**src/rtl/priority_drain_encoder.sv**
```systemverilog
// Accepts a request vector and drains it one index per output handshake, in priority order.
// A bit is cleared from the pending set each time its index is consumed.
module priority_drain_encoder #(
    parameter int WIDTH     = 16,
    parameter bit MSB_FIRST = 1'b0,
    localparam int IDX_W    = $clog2(WIDTH)
) (
    input  logic             clk,
    input  logic             rst,
    input  logic [WIDTH-1:0] in_vec,
    input  logic             in_valid,
    output logic             in_ready,
    output logic [IDX_W-1:0] out_index,
    output logic             out_last,
    output logic             out_valid,
    input  logic             out_ready,
    input  logic             flush,
    output logic             done,
    output logic             busy
);

    typedef enum logic {
        IDLE  = 1'b0,
        DRAIN = 1'b1
    } state_t;

    state_t           state_q, state_d;
    logic [WIDTH-1:0] pending_q, pending_d;
    logic             done_q, done_d;

    logic             beat_s;
    logic             load_s;
    logic [WIDTH-1:0] clear_mask_s;

    function automatic logic [IDX_W-1:0] pick_index(input logic [WIDTH-1:0] vec);
        logic [IDX_W-1:0] idx;
        idx = '0;
        if (MSB_FIRST != 1'b0) begin
            for (int i = 0; i < WIDTH; i++) begin
                if (vec[i]) begin
                    idx = IDX_W'(i);
                end else begin
                    idx = idx;
                end
            end
        end else begin
            for (int i = WIDTH - 1; i >= 0; i--) begin
                if (vec[i]) begin
                    idx = IDX_W'(i);
                end else begin
                    idx = idx;
                end
            end
        end
        return idx;
    endfunction

    function automatic logic is_single(input logic [WIDTH-1:0] vec);
        return (vec != '0) && ((vec & (vec - {{(WIDTH-1){1'b0}}, 1'b1})) == '0);
    endfunction

    // Handshake and output decode; everything downstream of pending_q only.
    always_comb begin
        busy         = (state_q == DRAIN);
        done         = done_q;
        out_index    = pick_index(pending_q);
        out_last     = is_single(pending_q);
        out_valid    = busy && !flush;
        beat_s       = out_valid && out_ready;
        in_ready     = !flush && ((state_q == IDLE) || (beat_s && out_last));
        load_s       = in_valid && in_ready;
        clear_mask_s = ~({{(WIDTH-1){1'b0}}, 1'b1} << out_index);
    end

    // Next-state: flush wins, then a load overrides the cleared result of a final beat.
    always_comb begin
        pending_d = pending_q;
        state_d   = state_q;
        done_d    = 1'b0;
        if (flush) begin
            pending_d = '0;
            state_d   = IDLE;
        end else begin
            if (beat_s) begin
                pending_d = pending_q & clear_mask_s;
                if (out_last) begin
                    done_d  = 1'b1;
                    state_d = IDLE;
                end else begin
                    state_d = DRAIN;
                end
            end else begin
                pending_d = pending_q;
            end
            if (load_s) begin
                pending_d = in_vec;
                if (in_vec != '0) begin
                    state_d = DRAIN;
                end else begin
                    state_d = IDLE;
                    done_d  = 1'b1;
                end
            end else begin
                pending_d = pending_d;
            end
        end
    end

    // State registers.
    always_ff @(posedge clk or posedge rst) begin
        if (rst) begin
            pending_q <= '0;
            state_q   <= IDLE;
            done_q    <= 1'b0;
        end else begin
            pending_q <= pending_d;
            state_q   <= state_d;
            done_q    <= done_d;
        end
    end

endmodule

```
**config.mk**
```make
export PLATFORM = sky130hd
export DESIGN_NAME = priority_drain_encoder
export DESIGN_NICKNAME = d
export VERILOG_FILES = /design/src/rtl/priority_drain_encoder.sv
export SDC_FILE = /design/constraint.sdc
export NUM_CORES = 1
export LEC_CHECK = 0
export CORE_MARGIN = 2
export CORE_UTILIZATION = 45
export CTS_CLUSTER_SIZE = 12
export DETAILED_ROUTE_END_ITERATION = 10
export PLACE_DENSITY = 0.75
export RECOVER_POWER = 100
export SYNTH_ARGS = -nofsm -noshare
export SYNTH_HDL_FRONTEND = slang
export SYNTH_SLANG_ARGS = --single-unit
```
**constraint.sdc**
```tcl
create_clock -name clk -period 3.9 [get_ports clk]
set_input_delay 0.39 -clock clk [delete_from_list [all_inputs] [get_ports clk]]
set_output_delay 0.39 -clock clk [all_outputs]
set_load 0.05 [all_outputs]
```
[After elaboration in Yosys (flattened, before gate mapping)]
Cells that the tools add are included.
Word-level totals
  bits in registers: 18
  bits of input ports: 21
  output and inout bits: 9
Cells by class
  $add $sub $neg: 1
  shifts and indexed selects: 1
  muxes and demuxes: 29
  bitwise operators: 4
  reduce and logical (&&, ||, !) cells: 12
Operators with widths (number)
  4-bit two-way mux: 16
  16-bit two-way mux: 3
  16-bit bitwise AND: 2
  16-bit nonzero test: 2
  16-bit zero test: 1
  16-bit inverter: 1
  1-bit by 4-bit left shift with 16-bit output (first input constant): 1
  16-bit by 1-bit subtractor with 16-bit output (second input constant): 1
  1-bit two-way mux: 10
  1-bit logical AND: 6
  3-bit nonzero test: 1
  1-bit zero test: 1
  1-bit logical OR: 1
  1-bit inverter: 1

[Longest topological paths before layout]
Gate-level depths: netlist of run 1.
  word-level depth: 22
  mapped depth: 9
  gate-level depth less buffers: 7

[Worst setup path after synthesis of run 1]
OpenSTA, ideal clock, no wires.
  kind: reg-to-output
  start: register pending_q[2]
  end: output in_ready
  arrival time: 3.519 ns
  path slack: -0.009 ns
  stages on the path, launching flop included: 8
  buffers on the path: 1
  cells stage by stage: dfrtp_1 buf_6 or4_1 a311oi_2 o2bb2ai_1 nand4b_1 or4b_4 a21oi_1
On the way
  cells in the longest elaborated chain, start to end: 7
RTL lines
  start: declaration: RTL line 28  | logic [WIDTH-1:0] pending_q, pending_d;
  start signal: assignment: RTL line 116  | pending_q <= pending_d;
  16-bit by 1-bit subtractor with 16-bit output: RTL line 59  | return (vec != '0) && ((vec & (vec - {{(WIDTH-1){1'b0}}, 1'b1})) == '0);
  16-bit bitwise AND: RTL line 59
  16-bit zero test: RTL line 59
  1-bit logical AND (*): RTL line 59
  1-bit logical AND (*): RTL line 70  | in_ready = !flush && ((state_q == IDLE) || (beat_s && out_last));
  1-bit logical OR (*): RTL line 70
  1-bit logical AND (*): RTL line 70
  end: declaration: RTL line 12  | output logic in_ready,
Every way passes the cells marked *; elsewhere a longest branch is shown, timed or not.

[Worst setup path in the final report of run 1]
  start: register pending_q[10]
  end: output out_last
On the way
  cells in the longest elaborated chain, start to end: 4
RTL lines
  16-bit by 1-bit subtractor with 16-bit output: RTL line 59
  16-bit bitwise AND: RTL line 59
  16-bit zero test: RTL line 59
  1-bit logical AND (*): RTL line 59
  end: declaration: RTL line 14  | output logic out_last,
Marks and branches as above.

==> flow_summary_export.csv, run 1 <==
group,metric,value,unit
logic_synthesis,synth.most_common_cell,"dfrtp_1",
drt,routed_wl,3.702,mm
logic_synthesis,synth_cell_types,43,
floorplan,floorplan.initialDensity,46.06,%
power,powerDensity,420.4,nW/um^2
logic_synthesis,ys.flop_type,"dfrtp_1",
sta,slew_violations,0,
finish,area_growth,28.11,%
drt,drc,0,
floorplan,coreArea,2686,um^2
logic_synthesis,synth_area_leaders,"dfrtp_1, a32o_1, a21oi_1",
worst_setup_path,start_kind,"flip-flop",
outcome,outcome,"finished, final reports clean",
power,max-vdd-ir-drop,0.0002379,V
logic_synthesis,synth_area,1237,um^2
grt,grt_pass1_wl,6.099,mm
grt,grt_start_max_net_pins,19,
sta,slew_headroom,50.28,%
worst_setup_path,crit_path_max_incr_delay,0.92,ns
grt,grt_overflow,0,
sta,worst_pin_slew,0.7449,ns
clock_tree,h-tree-depth,1,
logic_synthesis,synth_top_area_share,36.40,%
worst_setup_path,cp.required,3.51,ns
finish,nets,193,
place,hpwl,2.760,mm
floorplan,die_area,3185,um^2
drt,viasPerCell,6.386,
worst_setup_path,crit_path_max_fanout,10,
clock_tree,clock_path_buffers,2,
drt,drtAntennaViolNets,0,
sta,finalCritPeriodShare,92.43,%
logic_synthesis,yosys_warnings,0,
logic_synthesis,syn-num-nets,162,
logic_synthesis,yosysTopAreaCell,"dfrtp_1",
sta,max_freq,277.4,MHz
clock_tree,path_clk_slew,0.11,ns
logic_synthesis,netlist_top_cells_count,"dfrtp_1, nand2_1, nor2_1",
grt,grt_use_total,24.26,%
worst_setup_path,critical_path.endpoint_type,"output port",
worst_setup_path,crit_chain,"nor4_1 -> and3_1 -> a2bb2oi_1 -> nand4b_1 -> nor3_1 -> dlygate4sd3_1",
clock_tree,cts-root-buf,"clkbuf_4",
clock_tree,cts_sinks,18,
sta,finalSetupViolations,0,
clock_tree,cts_tree,"built",
clock_tree,post_cts_buffers,0,
logic_synthesis,async_reset_ff_share,100.0,%
sta,grt_setup_unrepaired,"false",
place,dp_slack,0.7611,ns
floorplan,io_pins,30,
grt,antenna_found_initial,0,
finish,drive_gt1_share,8.187,%
worst_setup_path,critPathKind,"flip-flop to output port",
floorplan,die_w,56.44,um
floorplan,rows,19,
clock_tree,numCtsBuffers,3,
place,numPortBuffers,29,
worst_setup_path,crit_arrival,3.21,ns
grt,grt_pass1_vias,1265,
logic_synthesis,ys_ff_latch,18,
worst_setup_path,crit_slowest_cell,"dlygate4sd3_1",
finish,diodes,0,
place,place.gp.congestion,0.9460,
hold_path,hp-class,"flip-flop to flip-flop",
clock_tree,hold_buffers,0,
sta,hold_viol_final,0,
job,cap_violations,0,
logic_synthesis,syn_area_per_cell,8.776,um^2
sta,fin_crit,3.605,ns
logic_synthesis,synth-seq-area-share,36.40,%
drt,drtIter0Drc,57,
clock_tree,insertion_delay,0.30,ns
drt,vias,1290,
clock_tree,post_cts_resized,0,
drt,first_pass_iters,4,
sta,fin_tns_setup,0,ns
logic_synthesis,synthCells,141,
power,p_leak,0.6350,nW
floorplan,die_h,56.44,um
sta,layout_setup_ws,0.2951,ns
sta,clock_skew,0.005035,ns
logic_synthesis,synth_edf_count,0,
drt,drt-wirelength-per-cell,18.33,um
-- power breakdown --
part	total [mW]	internal [mW]	switching, mW
Clock	0.121	0.0570	0.0642
Combinational	0.311	0.119	0.192
Sequential	0.234	0.202	0.0315
Total	0.666	0.379	0.288
-- layout by cell type, fill, tap and decap left out, types with 3 or more instances in the layout --
cell type,count
nor4_1,7
a32o_1,11
a21oi_1,9
dfrtp_1,18
inv_1,8
dlygate4sd3_1,9
clkdlybuf4s50_1,19
clkbuf_4,3
buf_4,4
o21ai_0,5
o2bb2ai_1,5
nor2b_1,4
nand3_1,3
nor2_1,13
or3_1,3
nand2_1,13
-- area by class of cell --
class / instances / area [um^2]
clock buffers: 4 / 36.28
fillers: 269 / 1101
inverters: 8 / 30.03
multi-input cells: 108 / 714.4
flip-flops and latches: 18 / 450.4
well taps: 31 / 38.79
repair buffers: 33 / 315.3
-- worst max-delay path: cells and delay by family, from the launching register on --
kind / cells / cell delay [ns]
buf+inv: 1 / 0.92
flops: 1 / 0.50
simple gates: 4 / 1.27
compound gates: 1 / 0.22
-- metal layers --
metal	share of wire, %	routed length (um)	track usage (%)	up-vias
li1	-	-	-	614
met5	0	0	0	-
met4	1.4	53	6.122	0
met2	48	1789	40.70	51
met1	44	1630	33.62	619
met3	6.2	230	2.074	6
-- cell families after synthesis --
| kind of cell | synth area share [%] |
|---|---|
| AND/OR/NAND/NOR | 23.05 |
| AO/OA/AOI/OAI | 31.35 |
| flip-flops | 36.40 |
| buffers and inverters | 5.561 |
| multiplexers | 2.022 |
| adder cells (fa/ha/maj) | 1.618 |
-- through the flow --
stage | power [mW] | cells | hold slack, ns | util, % | cell area (um^2)
final | 0.6664 | 202 | 0.6174 | 59.01 | 1585
after global routing | 0.7008 | 202 | 0.6633 | 59.01 | 1585
after CTS | 0.6811 | 202 | 0.5175 | 59.39 | 1595
after detailed placement | 0.5578 | 198 | 0.5991 | 58.03 | 1559
after global placement | 0.5569 | 198 | 0.5890 | 58.03 | 1559
after floorplan | 0.4485 | 141 | 0.3286 | - | 1241
-- state kept, by name, summed over array words and instances, names as in the netlist --
| name | count |
|---|---|
| pending_q | 16 |
| busy | 1 |
| done | 1 |
-- path summary, 6_finish.rpt --
kind	from	end	slack (ns)	cells past startpoint
min in group asynchronous	rst	pending_q[0]	0.64	2
hold reg to reg	pending_q[1]	pending_q[1]	0.62	2
setup reg to reg	pending_q[10]	pending_q[12]	0.64	7
max in group asynchronous	rst	pending_q[8]	2.79	2
setup / recovery	pending_q[10]	out_last	0.30	6
hold / removal	pending_q[1]	pending_q[1]	0.62	2
(Power assumes the default switching activity.)
==> inputs of run 2 (changes only) <==
Settings changed: CTS_BUF_LIST set to sky130_fd_sc_hd__clkbuf_8, GPL_ROUTABILITY_DRIVEN set to 1.
==> run 2 against run 1 <==
- non-clock buffer count stayed put
- first-iteration DRC count increased by 35%
- critical path type unchanged
- sequential share of layout area down 0.33 points
- critical endpoint unchanged
- combinational power barely moved
- highest routed layer unchanged
==> flow_summary_export.csv, run 2 (synthesis results as in run 1) <==
group,metric,value,unit
grt,antenna_found_initial,0,
hold_path,hold_path_startpoint,"pending_q[1]",
grt,grt_use_total,24.46,%
worst_setup_path,rr_worst_depth,7,
drt,drt-wirelength-per-cell,18.43,um
worst_setup_path,cp.required,3.51,ns
worst_setup_path,crit_path_max_fanout,10,
power,p_leak,0.6427,nW
worst_setup_path,cpLargestDelayFamily,"simple AND/OR/NAND/NOR gates",
finish,largest_register,"pending_q",
clock_tree,insertion_delay,0.26,ns
sta,fin_crit,3.572,ns
clock_tree,clock_path_buffers,2,
grt,grt_start_max_net_pins,19,
hold_path,hp-class,"flip-flop to flip-flop",
worst_setup_path,crit_chain,"nor4_1 -> and3_1 -> a2bb2oi_1 -> nand4b_1 -> nor3_1 -> dlygate4sd3_1",
floorplan,die_h,56.44,um
sta,grt_setup_unrepaired,"false",
floorplan,die_w,56.44,um
sta,worst_pin_slew,0.7548,ns
finish,nets,193,
floorplan,io_pins,30,
worst_setup_path,crit_slowest_cell,"dlygate4sd3_1",
clock_tree,h-tree-depth,1,
sta,hold_ws,0.6095,ns
sta,max_freq,279.9,MHz
drt,vias,1319,
finish,drive_gt1_share,8.187,%
worst_setup_path,critPathKind,"flip-flop to output port",
floorplan,rows,19,
finish,layout_commonest_cell,"clkdlybuf4s50_1",
outcome,outcome,"finished, final reports clean",
job,cap_violations,0,
place,place.gp.congestion,0.9460,
sta,clock_skew,0.002513,ns
drt,first_pass_iters,5,
worst_setup_path,crit_path_max_incr_delay,0.92,ns
finish,largest_reg_flops,16,
worst_setup_path,cp.depth,6,
worst_setup_path,cp-startpoint,"pending_q[10]",
sta,hold_viol_final,0,
finish,mostFrequentLayoutCells,"clkdlybuf4s50_1, dfrtp_1, nand2_1, nor2_1, a32o_1",
floorplan,floorplan.initialDensity,46.06,%
grt,grt_overflow,0,
clock_tree,path_clk_slew,0.08,ns
worst_setup_path,start_kind,"flip-flop",
worst_setup_path,critical_path_buf_inv_count,1,
finish,diodes,0,
power,powerDensity,439.9,nW/um^2
place,dp_slack,0.7611,ns
grt,grt_pass1_vias,1283,
drt,viasPerCell,6.530,
sta,finalSetupViolations,0,
sta,slew_violations,0,
clock_tree,post_cts_buffers,0,
drt,drc,0,
worst_setup_path,critical_path.endpoint_type,"output port",
drt,drtAntennaViolNets,0,
clock_tree,cts_sinks,18,
finish,area_growth,29.63,%
clock_tree,numCtsBuffers,3,
place,numPortBuffers,29,
sta,fin_tns_setup,0,ns
floorplan,coreArea,2686,um^2
finish,nFillCells,263,
clock_tree,cts-root-buf,"clkbuf_8",
sta,layout_setup_ws,0.3276,ns
grt,grt_pass1_wl,6.147,mm
drt,drtIter0Drc,77,
worst_setup_path,crit_arrival,3.18,ns
worst_setup_path,rrSetupSlack,0.64,ns
worst_setup_path,r2r_end,"pending_q[12]",
power,max-vdd-ir-drop,0.0002444,V
sta,slew_headroom,49.62,%
floorplan,die_area,3185,um^2
sta,finalCritPeriodShare,91.60,%
clock_tree,hold_buffers,0,
worst_setup_path,endpoint,"out_last",
worst_setup_path,crit-reg2reg-launch,"pending_q[10]",
place,hpwl,2.760,mm
clock_tree,post_cts_resized,0,
clock_tree,cts_tree,"built",
drt,routed_wl,3.722,mm
-- run 2: cell count changes in the layout (fill, tap and decap cells not counted) --
cell | before | now
clkbuf_4 | 3 | 0
clkbuf_8 | 1 | 4
-- run 2: tightest hold or removal path: stages, from the launching register on --
cell       delay (ns)
dfrtp_1          0.44
nand2_1          0.08
o2bb2ai_1        0.05
-- run 2: per-stage QoR --
stage          instances  util [%]  cell area [um^2]  power, mW
4_1_cts              202     60.08              1614     0.7166
5_1_grt              202     59.71              1604     0.7382
6_report             202     59.71              1604     0.7057
3_5_place_dp         198     58.03              1559     0.5578
3_3_place_gp         198     58.03              1559     0.5569
2_1_floorplan        141         -              1241     0.4485
-- run 2: power breakdown --
part,internal [mW],switching [mW]
Sequential,0.202,0.0313
Combinational,0.119,0.194
Clock,0.0898,0.0690
-- run 2: worst min-delay path by stage --
stage                         to  slack (ns)  cells after the start
floorplan                   busy        0.33                      1
CTS                         done        0.58                      2
global route        pending_q[1]        0.66                      2
global placement    pending_q[1]        0.59                      2
detailed placement  pending_q[1]        0.60                      2
finish              pending_q[1]        0.61                      2
-- run 2: area by class of cell --
type | instances | area (um^2) | area share [%]
tap | 31 | 38.79 | 2.418
inverter | 8 | 30.03 | 1.872
timing repair buffer | 33 | 315.3 | 19.66
sequential | 18 | 450.4 | 28.08
multi-input combinational | 108 | 714.4 | 44.54
clock buffer | 4 | 55.05 | 3.432
-- run 2: metal layers --
layer	up-vias	wire length (um)	share of wire, %	GRT usage, %
met3	10	249	6.7	2.765
li1	614	-	-	-
met4	0	72	1.9	6.463
met2	69	1772	48	40.03
met1	626	1628	44	34.21
met5	-	0	0	0
==> inputs of run 3 (changes only) <==
Settings changed: CELL_PAD_IN_SITES_DETAIL_PLACEMENT set to 0, CELL_PAD_IN_SITES_GLOBAL_PLACEMENT set to 2, CORE_UTILIZATION 45 to 30, PLACE_DENSITY 0.75 to 0.83.
==> run 3 against run 2 <==
- clock-buffer cell count is the same
- sequential power is essentially flat
- global-route usage shrank 6.3 points
- critical path depth is the same
- utilization shrank 19 points
- first-iteration DRC count shrank 2.6%
- combinational power shrank 4%
- worst hold slack gained 0.017 ns
- maximum frequency grew 1.7%
- critical path type unchanged
- highest routed layer unchanged
==> flow_summary_export.csv, run 3 (synthesis results as in run 1) <==
group,metric,value,unit
outcome,outcome,"finished, final reports clean",
drt,first_pass_iters,4,
finish,layout_commonest_cell,"clkdlybuf4s50_1",
sta,layout_setup_ws,0.3867,ns
drt,drt-wirelength-per-cell,16.69,um
power,p_int,405.7,uW
clock_tree,path_clk_slew,0.07,ns
clock_tree,cts_tree,"built",
drt,drtIter0Drc,75,
drt,drc,0,
power,p_sw_share,41.55,%
drt,drtAntennaViolNets,0,
clock_tree,hold_buffers,0,
finish,drive_gt1_share,6.548,%
grt,antenna_found_initial,0,
sta,finalSetupViolations,0,
floorplan,die_h,68.23,um
finish,nets,190,
sta,slew_headroom,50.72,%
grt,grt_pass1_vias,1212,
power,p_switching,288.4,uW
power,p_leak,0.6288,nW
floorplan,floorplan.initialDensity,31.16,%
place,hpwl,2.738,mm
sta,hold_ws,0.6267,ns
worst_setup_path,crit_arrival,3.12,ns
drt,vias,1262,
sta,finalCritPeriodShare,90.08,%
drt,viasPerCell,5.789,
floorplan,die_area,4655,um^2
grt,grt_start_max_net_pins,19,
floorplan,io_pins,30,
finish,largest_register,"pending_q",
sta,grt_setup_unrepaired,"false",
clock_tree,insertion_delay,0.26,ns
sta,hold_viol_final,0,
place,place.gp.congestion,0.8759,
worst_setup_path,start_kind,"flip-flop",
grt,grt_pass1_wl,6.113,mm
worst_setup_path,cp.required,3.51,ns
clock_tree,post_cts_buffers,0,
grt,grt_overflow,0,
sta,worst_pin_slew,0.7384,ns
power,share_comb_of_total_power,43.3,%
drt,routed_wl,3.639,mm
finish,mostFrequentLayoutCells,"clkdlybuf4s50_1, dfrtp_1, nand2_1, nor2_1, a32o_1",
grt,grt_use_total,18.13,%
sta,fin_tns_setup,0,ns
power,clkPwrFrac,22.9,%
drt,wl_met2,1.725,mm
floorplan,die_w,68.23,um
sta,max_freq,284.6,MHz
drt,wl_met3,209,um
drt,wl_met1,1.594,mm
clock_tree,post_cts_resized,0,
worst_setup_path,critPathKind,"flip-flop to output port",
sta,slew_violations,0,
finish,diodes,0,
hold_path,hp-class,"flip-flop to flip-flop",
clock_tree,cts_sinks,18,
place,numPortBuffers,29,
power,max-vdd-ir-drop,0.0002044,V
sta,clock_skew,0.003684,ns
finish,area_growth,29.93,%
drt,highest_layer,"met4",
clock_tree,clock_path_buffers,2,
worst_setup_path,critical_path.endpoint_type,"output port",
power,seq_power_share,33.8,%
worst_setup_path,crit_path_max_fanout,8,
job,cap_violations,0,
finish,largest_reg_flops,16,
clock_tree,cts-root-buf,"clkbuf_8",
floorplan,coreArea,3971,um^2
sta,fin_crit,3.513,ns
clock_tree,numCtsBuffers,3,
floorplan,rows,23,
power,powerDensity,431.7,nW/um^2
clock_tree,h-tree-depth,1,
place,dp_slack,0.7651,ns
-- run 3: changes by cell type in the layout (fill, tap and decap cells not counted) --
cell | previous run | this run
buf_4 | 4 | 2
clkbuf_2 | 1 | 0
-- run 3: final cells by class --
class	instances	area, um^2
Multi-Input combinational cell	108	714.4
Tap cell	50	62.56
Inverter	8	30.03
Sequential cell	18	450.4
Clock buffer	4	55.05
Timing Repair Buffer	30	295.3
Fill cell	403	2364
-- run 3: power by group through the flow --
stage / registers (mW) / clock network, mW / logic, mW
6_report: 0.235 / 0.159 / 0.301
5_1_grt: 0.239 / 0.177 / 0.321
4_1_cts: 0.234 / 0.164 / 0.313
3_5_place_dp: 0.237 / 0 / 0.312
3_3_place_gp: 0.237 / 0 / 0.315
2_1_floorplan: 0.229 / 0 / 0.219
-- run 3: per-layer routing --
metal	up-vias	track usage, %
met4	0	8.250
li1	602	-
met1	596	23.68
met3	11	2.632
met5	-	0
met2	53	29.49
-- run 3: path summary, 6_finish.rpt --
| check | endpoint | slack, ns | depth (start not counted) | from |
|---|---|---|---|---|
| worst max-delay path | out_last | 0.39 | 6 | pending_q[6] |
| worst min register to register | pending_q[1] | 0.63 | 2 | pending_q[1] |
| worst max register to register | pending_q[15] | 0.67 | 7 | pending_q[6] |
| worst min-delay path | pending_q[1] | 0.63 | 2 | pending_q[1] |
| max in group asynchronous | pending_q[7] | 2.75 | 2 | rst |
| min in group asynchronous | pending_q[0] | 0.68 | 2 | rst |
-- run 3: through the flow --
| stage | cells | utilization, % | instance area [um^2] | total power [mW] |
|---|---|---|---|---|
| after global placement | 214 | 39.29 | 1560 | 0.5525 |
| after CTS | 218 | 40.67 | 1615 | 0.7109 |
| final | 218 | 40.49 | 1608 | 0.6941 |
| after detailed placement | 214 | 39.29 | 1560 | 0.5492 |
| after global routing | 218 | 40.49 | 1608 | 0.7366 |
| after floorplan | 141 | - | 1241 | 0.4485 |
-- run 3: critical path, cell delays in order, from the launching register on --
cell           delay (ns)
dfrtp_1              0.47
nor4_1               0.59
and3_1               0.31
a2bb2oi_1            0.18
nand4b_1             0.14
nor3_1               0.25
dlygate4sd3_1        0.93
